--- src/rtl/adder_result_packer_if.sv ---
// Handshake bundle between the packer, the adder result FIFO and the host output FIFO.
interface adder_result_packer_if #(
    parameter int DATA_WIDTH = 32,
    parameter int LANE_WIDTH = 8
);
    localparam int LANES = DATA_WIDTH / LANE_WIDTH;

    logic                  in_empty;
    logic                  in_rd;
    logic [DATA_WIDTH-1:0] in_din;
    logic                  out_full;
    logic                  out_wr;
    logic [DATA_WIDTH-1:0] out_dout;
    logic [LANES-1:0]      out_lane_mask;

    modport master (
        input  in_empty, in_din, out_full,
        output in_rd, out_wr, out_dout, out_lane_mask
    );

    modport slave (
        output in_empty, in_din, out_full,
        input  in_rd, out_wr, out_dout, out_lane_mask
    );
endinterface

--- src/rtl/adder_result_packer.sv ---
// Packs the low lane of consecutive adder results into wide host words.
// Optional idle auto-flush of partial words: define PACKER_TIMEOUT_EN.
//   state | meaning
//   FILL  | popping results into the pack register
//   EMIT  | pack register complete (or flushed), waiting for host FIFO room
module adder_result_packer #(
    parameter int DATA_WIDTH     = 32,
    parameter int LANE_WIDTH     = 8,
    parameter int TIMEOUT_CYCLES = 256
) (
    input  logic                  clock,
    input  logic                  reset_n,
    adder_result_packer_if.master bus,
    input  logic                  flush,
    output logic                  err_sticky,
    output logic [15:0]           packed_count
);
    localparam int LANES = DATA_WIDTH / LANE_WIDTH;
    localparam int IDX_W = (LANES > 1) ? $clog2(LANES) : 1;

    if ((DATA_WIDTH % LANE_WIDTH) != 0 || LANES < 2 || TIMEOUT_CYCLES < 2) begin : g_bad_cfg
        $error("adder_result_packer: unsupported DATA_WIDTH/LANE_WIDTH/TIMEOUT_CYCLES");
    end

    typedef enum logic {FILL, EMIT} state_t;

    state_t                state;
    logic [IDX_W-1:0]      lane_cnt;
    logic [DATA_WIDTH-1:0] pack_q;
    logic [LANES-1:0]      mask_q;
    logic                  timeout_hit;
    logic                  flush_take;
    logic                  pop;
    logic                  emit;

    // A timeout is treated exactly like an external flush request.
    assign flush_take = (flush || timeout_hit) && (state == FILL) && (lane_cnt != '0);
    assign pop        = reset_n && (state == FILL) && !bus.in_empty && !flush_take;
    assign emit       = (state == EMIT) && !bus.out_full;
    assign bus.in_rd  = pop;

`ifdef PACKER_TIMEOUT_EN
    localparam int TMO_W = $clog2(TIMEOUT_CYCLES + 1);
    logic [TMO_W-1:0] idle_cnt;

    assign timeout_hit = (idle_cnt == TMO_W'(TIMEOUT_CYCLES - 1));

    always_ff @(posedge clock) begin
        if (!reset_n) begin
            idle_cnt <= '0;
        end else if (pop || emit) begin
            idle_cnt <= '0;
        end else if ((state == FILL) && (lane_cnt != '0) && !flush_take) begin
            idle_cnt <= idle_cnt + TMO_W'(1);
        end
    end
`else
    assign timeout_hit = 1'b0;
`endif

    always_ff @(posedge clock) begin
        if (!reset_n) begin
            state             <= FILL;
            lane_cnt          <= '0;
            pack_q            <= '0;
            mask_q            <= '0;
            err_sticky        <= 1'b0;
            packed_count      <= '0;
            bus.out_wr        <= 1'b0;
            bus.out_dout      <= '0;
            bus.out_lane_mask <= '0;
        end else begin
            bus.out_wr <= 1'b0;
            case (state)
                FILL: begin
                    if (flush_take) begin
                        state <= EMIT;
                    end else if (pop) begin
                        for (int k = 0; k < LANES; k++) begin
                            if (lane_cnt == IDX_W'(k)) begin
                                pack_q[k*LANE_WIDTH +: LANE_WIDTH] <= bus.in_din[LANE_WIDTH-1:0];
                                mask_q[k]                          <= 1'b1;
                            end
                        end
                        lane_cnt <= lane_cnt + IDX_W'(1);
                        if (|bus.in_din[DATA_WIDTH-1:LANE_WIDTH]) begin
                            err_sticky <= 1'b1;
                        end
                        if (lane_cnt == IDX_W'(LANES - 1)) begin
                            state <= EMIT;
                        end
                    end
                end
                EMIT: begin
                    if (emit) begin
                        bus.out_wr        <= 1'b1;
                        bus.out_dout      <= pack_q;
                        bus.out_lane_mask <= mask_q;
                        packed_count      <= packed_count + 16'd1;
                        lane_cnt          <= '0;
                        pack_q            <= '0;
                        mask_q            <= '0;
                        state             <= FILL;
                    end
                end
                default: state <= FILL;
            endcase
        end
    end
endmodule
--- src/flat_wrapper.sv ---
// flat-port wrapper written by rule: the top's interface ports become plain ports
module adder_result_packer_flat 
#(
    parameter int DATA_WIDTH     = 32,
    parameter int LANE_WIDTH     = 8,
    parameter int TIMEOUT_CYCLES = 256
)
  (clock, reset_n, flush, err_sticky, packed_count, bus_in_empty, bus_in_din, bus_out_full, bus_in_rd, bus_out_wr, bus_out_dout, bus_out_lane_mask);
  adder_result_packer_if #(.DATA_WIDTH(DATA_WIDTH), .LANE_WIDTH(LANE_WIDTH)) bus_i ();
  input  logic clock;
  input  logic reset_n;
  input  logic flush;
  output logic err_sticky;
  output logic [15:0] packed_count;
  input wire logic [$bits(bus_i.in_empty)-1:0] bus_in_empty;
  input wire logic [$bits(bus_i.in_din)-1:0] bus_in_din;
  input wire logic [$bits(bus_i.out_full)-1:0] bus_out_full;
  output wire logic [$bits(bus_i.in_rd)-1:0] bus_in_rd;
  output wire logic [$bits(bus_i.out_wr)-1:0] bus_out_wr;
  output wire logic [$bits(bus_i.out_dout)-1:0] bus_out_dout;
  output wire logic [$bits(bus_i.out_lane_mask)-1:0] bus_out_lane_mask;
  assign bus_i.in_empty = bus_in_empty;
  assign bus_i.in_din = bus_in_din;
  assign bus_i.out_full = bus_out_full;
  assign bus_in_rd = bus_i.in_rd;
  assign bus_out_wr = bus_i.out_wr;
  assign bus_out_dout = bus_i.out_dout;
  assign bus_out_lane_mask = bus_i.out_lane_mask;
  adder_result_packer #(.DATA_WIDTH(DATA_WIDTH), .LANE_WIDTH(LANE_WIDTH), .TIMEOUT_CYCLES(TIMEOUT_CYCLES)) u_core (.clock(clock), .reset_n(reset_n), .bus(bus_i), .flush(flush), .err_sticky(err_sticky), .packed_count(packed_count));
endmodule
--- config.mk ---
export PLATFORM = sky130hd
export DESIGN_NAME = adder_result_packer_flat
export DESIGN_NICKNAME = d
export VERILOG_FILES = /design/src/rtl/adder_result_packer_if.sv /design/src/rtl/adder_result_packer.sv /design/src/flat_wrapper.sv
export SDC_FILE = /design/constraint.sdc
export NUM_CORES = 1
export LEC_CHECK = 0
export ABC_AREA = 1
export BUFFER_PORTS_ARGS = -buffer_cell sky130_fd_sc_hd__clkbuf_2
export CORE_UTILIZATION = 30
export DETAILED_ROUTE_END_ITERATION = 12
export HOLD_SLACK_MARGIN = 0.1
export PLACE_DENSITY = 0.54
export SETUP_SLACK_MARGIN = 0.05
export SKIP_LAST_GASP = 1
export SYNTH_ARGS = -nofsm -noshare
export SYNTH_HDL_FRONTEND = slang
export SYNTH_SLANG_ARGS = --single-unit
--- constraint.sdc ---
create_clock -name clock -period 1.47 [get_ports clock]
set_clock_uncertainty 0.15 [all_clocks]
set_input_delay 0.147 -clock clock [delete_from_list [all_inputs] [get_ports clock]]
set_output_delay 0.147 -clock clock [all_outputs]
set_load 0.1 [all_outputs]
# Word-level counts from Yosys, hierarchy flattened
# Cells that the tools add are included.
# totals
reg_bits	93
latch_bits	0
ram_bits	0
romBits	0
out_inout_bits	55
elab_cells	75
memories	0
# classes
add_sub_neg	2
n_mul	0
n_div	0
magnitude_cmp	0
eq_ne	10
shifts	0
muxes	26
bitwise_logic	2
reduce_logical	20
# op_table
op	n
$mux 32	3
$pmux 32 s2	1
$mux 8	4
$reduce_or 24->1	1
$reduce_and 4->1	5
$add 16x1->16 const B	1
$ne 2x2->1 const B	7
$mux 4	3
$mux 1	9
$pmux 4 s2	1
$logic_and 1x1->1	6
$mux 2	3
$eq 2x2->1 const B	2
$pmux 2 s2	1
$reduce_and 2->1	2
$logic_not 1->1	3
$reduce_and 3->1	1
$add 2x1->2 const B	1
$eq 2x1->1 const B	1
$logic_not 2->1	1
$not 1->1	2
$pmux 1 s2	1
$reduce_bool 2->1	1

# Depth between registers and ports, before layout
# Gate-level depths: netlist of the first run.
# depth
depth_word	8
mapped_depth	9
depth_no_buf	9

# Least setup slack after synthesis of the first run
# No wires, ideal clock.
# synth_path
path_type	reg-to-reg
start	register u_core.packed_count[0]
end	register u_core.packed_count[14]
setup_ps	119
arrival_time_ps	1957
t_required_ps	1201
setup_slack_ps	-756
stages_incl_launch_ff	9
n_path_buf	0
synth_period_minus_slack_ps	2226
cell_sequence	dfxtp_1 -> ha_1 -> inv_1 -> nor2_1 -> nand2_1 -> nor2_1 -> nand3_1 -> nand2_1 -> nor2_1
# synth_via
elab_chain_len	1
# synth_lines
element	line	rtl
start: declaration	adder_result_packer.sv:16	output logic [15:0] packed_count
start signal: assignment	adder_result_packer.sv:99	packed_count <= packed_count + 16'd1;
$add 16x1->16	adder_result_packer.sv:99	
# No other way between the ends.
# A chain may end at the register's enable or synchronous reset.

# Worst setup path in the final report of the first run
# layout_path
start	register u_core.lane_cnt[1]
end	output bus_in_rd
# layout_via
elab_chain_len	4
# layout_lines
element	line	rtl
start: declaration	adder_result_packer.sv:28	logic [IDX_W-1:0] lane_cnt;
start signal: assignment	adder_result_packer.sv:85	lane_cnt <= lane_cnt + IDX_W'(1);
$reduce_bool 2->1	adder_result_packer.sv:37	assign flush_take = (flush || timeout_hit) && (state == FILL) && (lane_cnt != '0);
$logic_and 1x1->1	adder_result_packer.sv:37	
$logic_not 1->1	adder_result_packer.sv:38	assign pop = reset_n && (state == FILL) && !bus.in_empty && !flush_take;
$logic_and 1x1->1	adder_result_packer.sv:38	
end: declaration	flat_wrapper.sv:18	output wire logic [$bits(bus_i.in_rd)-1:0] bus_in_rd;
# No other way between the ends.

==> results of run 1 <==
[flip-flops by register name, summed over array words and instances (netlist names), 2 cells and up]
signal and count:
u_core.pack_q 32, u_core.mask_q 4, u_core.lane_cnt 2, u_core.packed_count 16, u_core.bus.out_dout 32, u_core.bus.out_lane_mask 4
[final timing paths]
check                           slack [ns]  depth (start not counted)          startpoint                endpoint
worst max-delay path                 -0.21                          7  u_core.lane_cnt[1]               bus_in_rd
worst min-delay path                  0.11                          7      bus_in_din[10]       u_core.err_sticky
worst max register to register       -0.10                         11  u_core.lane_cnt[1]       u_core.pack_q[28]
worst min register to register        0.30                          2    u_core.pack_q[1]  u_core.bus.out_dout[1]
[stage by stage]
| step | std cells | instance area [um^2] | hold slack, ns | setup WS (ns) | power [mW] |
|---|---|---|---|---|---|
| floorplan | 499 | 3941 | 0.1634 | -0.3465 | 2.888 |
| global placement | 762 | 4875 | 0.2840 | -0.05819 | 3.070 |
| detailed placement | 762 | 4875 | 0.2903 | -0.09884 | 3.076 |
| CTS | 799 | 5405 | 0.1012 | -0.2084 | 5.343 |
| global route | 823 | 6037 | 0.1492 | -0.2589 | 5.598 |
| finish | 823 | 6037 | 0.1050 | -0.2132 | 5.404 |
[synth_stat cells (all sizes together)]
cell type and n:
and3 1, nand2 128, buf 14, nor2 53
nor3 2, ha 5, nor3b 1, a21oi 36
or2 1, dfxtp 93, nand3 59, o21ai 39
clkbuf 7, o21a 1, o21bai 3, xor2 1
inv 52, nand4 3
[cell type report]
type,instances,area (um^2)
flip-flops and latches,93,1921
clock inverters,3,18.77
inverters,52,214.0
repair inverters,2,17.52
repair buffers,153,1260
multi-input cells,339,2135
well taps,168,210.2
clock buffers,13,261.5
fillers,1193,6175
[metal layers]
layer,wire length [um],vias to the layer above,share of wire [%],global-route usage (%)
met2,5759,93,50,28.04
met1,5093,1780,44,21.58
met4,180,0,1.6,6.147
met5,0,-,0,0
li1,-,1914,-,-
met3,431,15,3.8,3.321
[cells in the final DEF, fill, tap and decap left out, types with 3 or more instances in the layout]
| cell | Yosys | final |
|---|---|---|
| nand3_1 | 54 | 51 |
| o21ai_1 | 3 | 14 |
| nand3_4 | 4 | 8 |
| dfxtp_2 | 0 | 5 |
| dlygate4sd3_1 | 0 | 8 |
| o21ai_0 | 36 | 13 |
| inv_2 | 3 | 7 |
| buf_6 | 4 | 7 |
| clkbuf_2 | 0 | 36 |
| a21oi_2 | 0 | 12 |
| o21ai_2 | 0 | 12 |
| buf_4 | 0 | 90 |
| nor2_1 | 49 | 46 |
| nand2_4 | 2 | 20 |
| inv_4 | 0 | 3 |
| dfxtp_1 | 93 | 74 |
| nand2_8 | 0 | 4 |
| inv_1 | 48 | 40 |
| a21oi_1 | 36 | 24 |
| nand2_2 | 3 | 27 |
| nor2_4 | 2 | 6 |
| nand3_2 | 1 | 3 |
| buf_12 | 0 | 9 |
| dfxtp_4 | 0 | 14 |
| clkbuf_1 | 7 | 3 |
| clkbuf_16 | 0 | 12 |
| nand2_1 | 123 | 79 |
[worst reg2reg max path, cell delays in order, from the launching register on]
cell and delay (ns):
dfxtp_2 0.34, inv_2 0.05, ha_4 0.15, inv_2 0.06, nand3_4 0.07, nand2_4 0.08
buf_4 0.11, buf_6 0.13, nand2_8 0.09, nand2_8 0.11, nand2_4 0.05, a21oi_2 0.13
[power breakdown]
| part | leakage, nW | total [mW] | switching, mW | internal, mW |
|---|---|---|---|---|
| sequential | 0.765 | 2.57 | 0.0299 | 2.54 |
| combinational | 1.81 | 0.627 | 0.376 | 0.251 |
| clock | 0.139 | 2.21 | 0.959 | 1.25 |
[cells by family after synthesis]
group	Yosys count	synth area share, %
compound gates	79	10.73
xor+xnor	1	0.2298
fa+ha+maj	5	1.641
buf+inv	73	8.402
flops	93	48.84
simple gates	248	30.16
[timing repair]
| action | CTS | global route |
|---|---|---|
| hold buffers | 8 | 0 |
| resized for setup | 20 | 124 |
| pin swaps | 11 | 28 |
| endpoints found under the hold margin | 6 | 0 |
| buffers inserted | 9 | 18 |
| gates cloned | 4 | 7 |
| endpoints found under the setup margin | 40 | 85 |
==> results_dict.tcl, run 1 <==
set metrics [dict create \
    status "complete, but fails checks" \
    violations "negative setup slack" \
    synth_area_per_cell_um2 7.640 \
    ir_worst_vdd_v 0.0006959 \
    ios 92 \
    tritoncts "yes" \
    insertion_delay_ns 0.34 \
    synth_area_leader_cell "dfxtp_1" \
    tightest_slew_ns 0.3621 \
    rsz0062_at_grt "true" \
    antenna_left 0 \
    drv_slew 0 \
    fin_util_pct 49.44 \
    clock_path_buffers 2 \
    fin_ws_ns -0.2132 \
    grt_pass1_wl_um 17230 \
    clkSlewWorstSetupHoldPaths_ns 0.06 \
    die_area_mm2 0.01316 \
    period_needed_ns 1.683 \
    cpPeakStageDelay_ns 0.34 \
    cp.buffers_inverters 4 \
    syn_to_final_growth_pct 58.35 \
    die_y_um 114.7 \
    final_nets 692 \
    crit_chain "inv_2 > ha_4 > inv_2 > nand3_4 > nand2_4 > clkinvlp_4 > buf_12" \
    grt_util_all_layers_pct 16.80 \
    grt_pass1_vias 3590 \
    cp_data_required_time_ns 1.17 \
    synth_top_area_share_pct 48.83 \
    n_antenna_cell 0 \
    drc_errors 0 \
    wl_um 11470 \
    timing.slew.headroom_pct 75.86 \
    holdCritPathClass "in -> reg" \
    cts-root-buf "clkbuf_16" \
    start_util_pct 31.22 \
    min_period_over_period_pct 114.5 \
    postSynthCellCount 499 \
    dpl.hpwl_um 6967 \
    clock.fmax_mhz 594.1 \
    synth_cell_type_count 32 \
    max-cap-violations 0 \
    critPathMaxFanout 2 \
    setup-violations-final 50 \
    grt_max_degree 34 \
    cts_buffers 9 \
    critPathKind "reg -> out" \
    antenna_found_initial 0 \
    htree_levels 3 \
    synth_seq_cells 93 \
    gp_congestion 0.8300 \
    syn_area_mm2 0.003812 \
    cpLargestDelayFamily "buffers and inverters" \
    ys_warn_count 0 \
    worstSetupStartpointType "register" \
    p_per_area_mw_per_mm2 895.1 \
    cpMostUsedCell "inv_2" \
    die_w_um 114.7 \
    io_buffer_count 91 \
    drt_iter0_markers 220 \
    gr-total-overflow 0 \
    drt_pass1_iterations 4 \
    std_cell_rows 40 \
    viasPerCell 4.620 \
    arrival_ns 1.39 \
    cp-end-kind "output pin" \
    power.leakage_nw 2.716 \
    vias 3802 \
    clock-sinks 93 \
    drive_gt1_share_pct 44.73 \
    crit_slowest_cell "dfxtp_2" \
    fin_setup_tns_ns -2.723 \
    hold_viol 0 \
    ys_seq_area_share_pct 48.83 \
    wl_per_cell_um 13.93 \
    core-area_mm2 0.01221 \
    synth_area_leaders "dfxtp_1, nand2_1, nand3_1" \
    synth_fp_nets 541 \
]
Power figures use the tool's default switching activity.
==> run 2, diff against run 1 <==
Settings changed: CTS_CLUSTER_SIZE set to 14, PLACE_DENSITY 0.54 to 0.52.
Clock period 1.47 ns to 1.71 ns, I/O delays scaled along.
==> results_dict.tcl, run 2 (synthesized netlist as in run 1, its figures left out) <==
set metrics [dict create \
    fillCellCount 1266 \
    clkSlewWorstSetupHoldPaths_ns 0.06 \
    clock_path_buffers 2 \
    n_antenna_cell 0 \
    setup-violations-final 1 \
    cp-end-kind "output pin" \
    ios 92 \
    worstSetupStartpointType "register" \
    critPathMaxFanout 2 \
    wl_met3_um 486 \
    wl_met2_um 4657 \
    grt_util_all_layers_pct 15.35 \
    ir_worst_vdd_v 0.0004798 \
    top_layer_used "met4" \
    arrival_ns 1.42 \
    clock.fmax_mhz 575.1 \
    violations "negative setup slack" \
    postLayoutCellArea_mm2 0.005057 \
    fin_ws_ns -0.02882 \
    dpl.hpwl_um 6844 \
    seqCellArea_mm2 0.001904 \
    pre_cts_ws_ns 0.08450 \
    grt_max_degree 55 \
    fin_setup_tns_ns -0.02882 \
    tightest_slew_ns 0.5605 \
    cpMostUsedCell "inv_2" \
    power.leakage_nw 2.218 \
    wl_um 9998 \
    timing.slew.headroom_pct 62.79 \
    p_per_area_mw_per_mm2 908.3 \
    grt_pass1_vias 3181 \
    placed_cell_area_mm2 0.004538 \
    rsz0062_at_grt "true" \
    multi_input_area_mm2 0.001789 \
    gr-total-overflow 0 \
    top_regs "u_core.bus.out_dout: 32 flops, u_core.pack_q: 32 flops, u_core.packed_count: 16 flops" \
    hold_viol 0 \
    min_period_over_period_pct 101.7 \
    antenna_left 0 \
    crit_chain "inv_2 > ha_4 > inv_2 > nand3_4 > nand2_4 > clkinvlp_4 > buf_12" \
    grt_pass1_wl_um 15370 \
    max-cap-violations 0 \
    syn_to_final_growth_pct 32.66 \
    clock-sinks 93 \
    layout_common_cells "nand2_1, clkbuf_2, dfxtp_1" \
    period_needed_ns 1.739 \
    drc_errors 0 \
    fin_util_pct 41.41 \
    vias 3494 \
    insertion_delay_ns 0.33 \
    die_area_mm2 0.01316 \
    critPathKind "reg -> out" \
    cts-root-buf "clkbuf_16" \
    io_buffer_count 91 \
    drt_iter0_markers 205 \
    core-area_mm2 0.01221 \
    final_common_cell "nand2_1" \
    tritoncts "yes" \
    cpPeakStageDelay_ns 0.34 \
    start_util_pct 31.22 \
    drt_pass1_iterations 4 \
    drive_gt1_share_pct 30.28 \
    crit_slowest_cell "dfxtp_2" \
    final_nets 648 \
    die_y_um 114.7 \
    holdCritPathClass "in -> reg" \
    antenna_found_initial 0 \
    viasPerCell 4.485 \
    cts_buffers 9 \
    drt-met1-wl_um 4724 \
    die_w_um 114.7 \
    cp_data_required_time_ns 1.39 \
    std_cell_rows 40 \
    htree_levels 3 \
    status "complete, but fails checks" \
    drv_slew 0 \
    gp_congestion 0.7642 \
    wl_per_cell_um 12.83 \
]
## run 2: changes by cell type in the layout (fill, tap and decap cells not counted), moves of 16 or more
cell	previous run	this run
nand2_2	27	5
clkbuf_2	36	90
nand2_1	79	118
o21ai_0	13	29
nand2_4	20	3
buf_4	90	19
## run 2: area by class of cell
cell class,instances,area share [%]
sequential,93,37.65
multi-input combinational,337,35.38
timing repair buffer,113,12.91
clock buffer,12,4.874
tap,168,4.156
inverter,52,4.082
clock inverter,4,0.9401
## run 2: routing by layer
layer	track usage [%]	vias up
met3	3.532	11
met5	0	-
met2	25.29	95
met1	19.76	1569
met4	5.368	0
li1	-	1819
## run 2: worst paths after layout
path                        endpoint  slack, ns  depth (start not counted)               start
max                        bus_in_rd      -0.03                          7  u_core.lane_cnt[1]
min                u_core.err_sticky       0.13                          7      bus_in_din[12]
max reg2reg        u_core.pack_q[23]       0.12                          8        u_core.state
min reg2reg  u_core.bus.out_dout[27]       0.30                          2   u_core.pack_q[27]
## run 2: through the flow
stage / cells / hold slack, ns / total power [mW]
2_1_floorplan: 499 / 0.1874 / 2.494
5_1_grt: 779 / 0.1669 / 4.780
6_report: 779 / 0.1313 / 4.594
4_1_cts: 775 / 0.1252 / 4.602
3_3_place_gp: 747 / 0.2843 / 2.614
3_5_place_dp: 747 / 0.2824 / 2.617
## run 2: where the power goes
part | internal, mW | switching, mW | total (mW) | leakage (nW)
registers | 2.19 | 0.0180 | 2.21 | 0.762
clock network | 1.17 | 0.795 | 1.96 | 0.143
logic | 0.138 | 0.281 | 0.419 | 1.31
## run 2: worst max-delay path, delay by kind of cell, from the launching register on
kind	cells	cell delay, ns
buf+inv	4	0.43
flops	1	0.34
simple gates	2	0.16
fa+ha+maj	1	0.15
## run 2: what timing repair did
| item | in CTS | in global routing |
|---|---|---|
| setup endpoints to repair | 1 | 33 |
| gates cloned | 0 | 4 |
| pin swaps | 3 | 3 |
| buffers inserted | 10 | 1 |
| hold buffers | 2 | 0 |
| gates resized for setup | 3 | 26 |
| endpoints found under the hold margin | 2 | 0 |
==> run 3, diff against run 2 <==
Settings changed: CTS_BUF_LIST set to sky130_fd_sc_hd__clkbuf_8, RECOVER_POWER set to 25.
==> results_dict.tcl, run 3 (synthesized netlist as in run 1, its figures left out) <==
set metrics [dict create \
    wl_per_cell_um 13.09 \
    crit_slowest_cell "dfxtp_2" \
    fin_ws_ns -0.08039 \
    std_cell_rows 40 \
    arrival_ns 1.47 \
    period_needed_ns 1.790 \
    fillCellCount 1267 \
    min_period_over_period_pct 104.7 \
    setup-violations-final 1 \
    ir_worst_vdd_v 0.0004444 \
    top_regs "u_core.bus.out_dout: 32 flops, u_core.pack_q: 32 flops, u_core.packed_count: 16 flops" \
    final_nets 664 \
    cts_buffers 9 \
    busiest_layer "met2" \
    grt_use_met3_pct 3.426 \
    antenna_found_initial 0 \
    wl_um 10410 \
    use_met2_pct 26.83 \
    viasPerCell 4.526 \
    clock_path_buffers 2 \
    worstSetupStartpointType "register" \
    n_antenna_cell 0 \
    drc_errors 0 \
    antenna_left 0 \
    start_util_pct 31.22 \
    io_buffer_count 91 \
    clock-sinks 93 \
    clock.fmax_mhz 558.5 \
    drt_iter0_markers 184 \
    die_area_mm2 0.01316 \
    clkSlewWorstSetupHoldPaths_ns 0.09 \
    cp_data_required_time_ns 1.39 \
    cts-root-buf "clkbuf_8" \
    grt_max_degree 55 \
    grt_pass1_wl_um 15810 \
    critPathKind "reg -> out" \
    tritoncts "yes" \
    grt_use_met1_pct 19.80 \
    gr-total-overflow 0 \
    cpPeakStageDelay_ns 0.36 \
    ios 92 \
    dpl.hpwl_um 6844 \
    tightest_slew_ns 0.5605 \
    drv_slew 0 \
    syn_to_final_growth_pct 33.74 \
    power.total_mw 4.108 \
    critPathMaxFanout 2 \
    cpMostUsedCell "inv_2" \
    grt_pass1_vias 3280 \
    core-area_mm2 0.01221 \
    layout_common_cells "nand2_1, clkbuf_2, dfxtp_1" \
    violations "negative setup slack" \
    pre_cts_ws_ns 0.08450 \
    htree_levels 3 \
    crit_chain "inv_2 > ha_4 > inv_2 > nand3_4 > nand2_4 > clkinvlp_4 > buf_12" \
    holdCritPathClass "in -> reg" \
    insertion_delay_ns 0.37 \
    timing.slew.headroom_pct 62.79 \
    gp_congestion 0.7642 \
    final_common_cell "nand2_1" \
    grt_util_all_layers_pct 15.90 \
    vias 3598 \
    die_y_um 114.7 \
    die_w_um 114.7 \
    power.leakage_nw 2.253 \
    drive_gt1_share_pct 29.98 \
    rsz0062_at_grt "true" \
    status "complete, but fails checks" \
    drt_pass1_iterations 4 \
    max-cap-violations 0 \
    p_per_area_mw_per_mm2 805.8 \
    cp-end-kind "output pin" \
    hold_slack_ns 0.1078 \
    hold_viol 0 \
]
[run 3: cell count changes in the layout (fill, tap and decap cells not counted), sizes merged]
cell / previous run / this run
buf: 21 / 24
clkbuf: 102 / 100
nand3: 62 / 63
dlygate4sd3: 2 / 14
inv: 51 / 53
[run 3: per-stage QoR]
step | std cells | utilization, % | area, um^2 | TNS [ns]
2_1_floorplan | 499 | - | 3890 | -0.4562
3_3_place_gp | 747 | 37.16 | 4538 | 0
3_5_place_dp | 747 | 37.16 | 4538 | 0
4_1_cts | 787 | 40.55 | 4952 | -0.06742
5_1_grt | 795 | 41.75 | 5099 | -0.1717
6_report | 795 | 41.75 | 5099 | -0.08039
[run 3: path summary, 6_finish.rpt]
path	startpoint	end	slack, ns	cells after the start
max	u_core.lane_cnt[1]	bus_in_rd	-0.08	7
min	bus_in_din[8]	u_core.err_sticky	0.11	7
max reg2reg	u_core.lane_cnt[1]	u_core.mask_q[2]	0.06	10
min reg2reg	u_core.pack_q[27]	u_core.bus.out_dout[27]	0.30	2
[run 3: layout make-up]
class | count | area (um^2) | area share, %
clock inverter | 6 | 55.05 | 1.080
tap | 168 | 210.2 | 4.123
timing repair buffer | 128 | 795.8 | 15.61
clock buffer | 10 | 137.6 | 2.699
sequential | 93 | 1904 | 37.35
multi-input combinational | 338 | 1789 | 35.09
inverter | 52 | 206.4 | 4.049
[run 3: what timing repair did]
item / in CTS / in global routing
endpoints found under the setup margin: 1 / 35
setup buffers: 10 / 4
pin swaps: 3 / 5
hold endpoints to repair: 12 / 0
cloned: 0 / 5
hold buffers: 14 / 0
resized for setup: 3 / 24
[run 3: worst max-delay path, delay by kind of cell (launching register included)]
family / cells / cell delay [ns]
fa+ha+maj: 1 / 0.15
flops: 1 / 0.36
simple gates: 2 / 0.16
buf+inv: 4 / 0.43
[run 3: per-layer routing]
layer	share of wire, %	vias up
li1	-	1856
met1	46	1629
met2	47	101
met3	4.9	12
met4	1.4	0
met5	0	-
[run 3: power breakdown]
group / switching [mW] / leakage (nW) / internal, mW
logic: 0.289 / 1.39 / 0.159
clock network: 0.751 / 0.105 / 0.701
registers: 0.0185 / 0.762 / 2.19
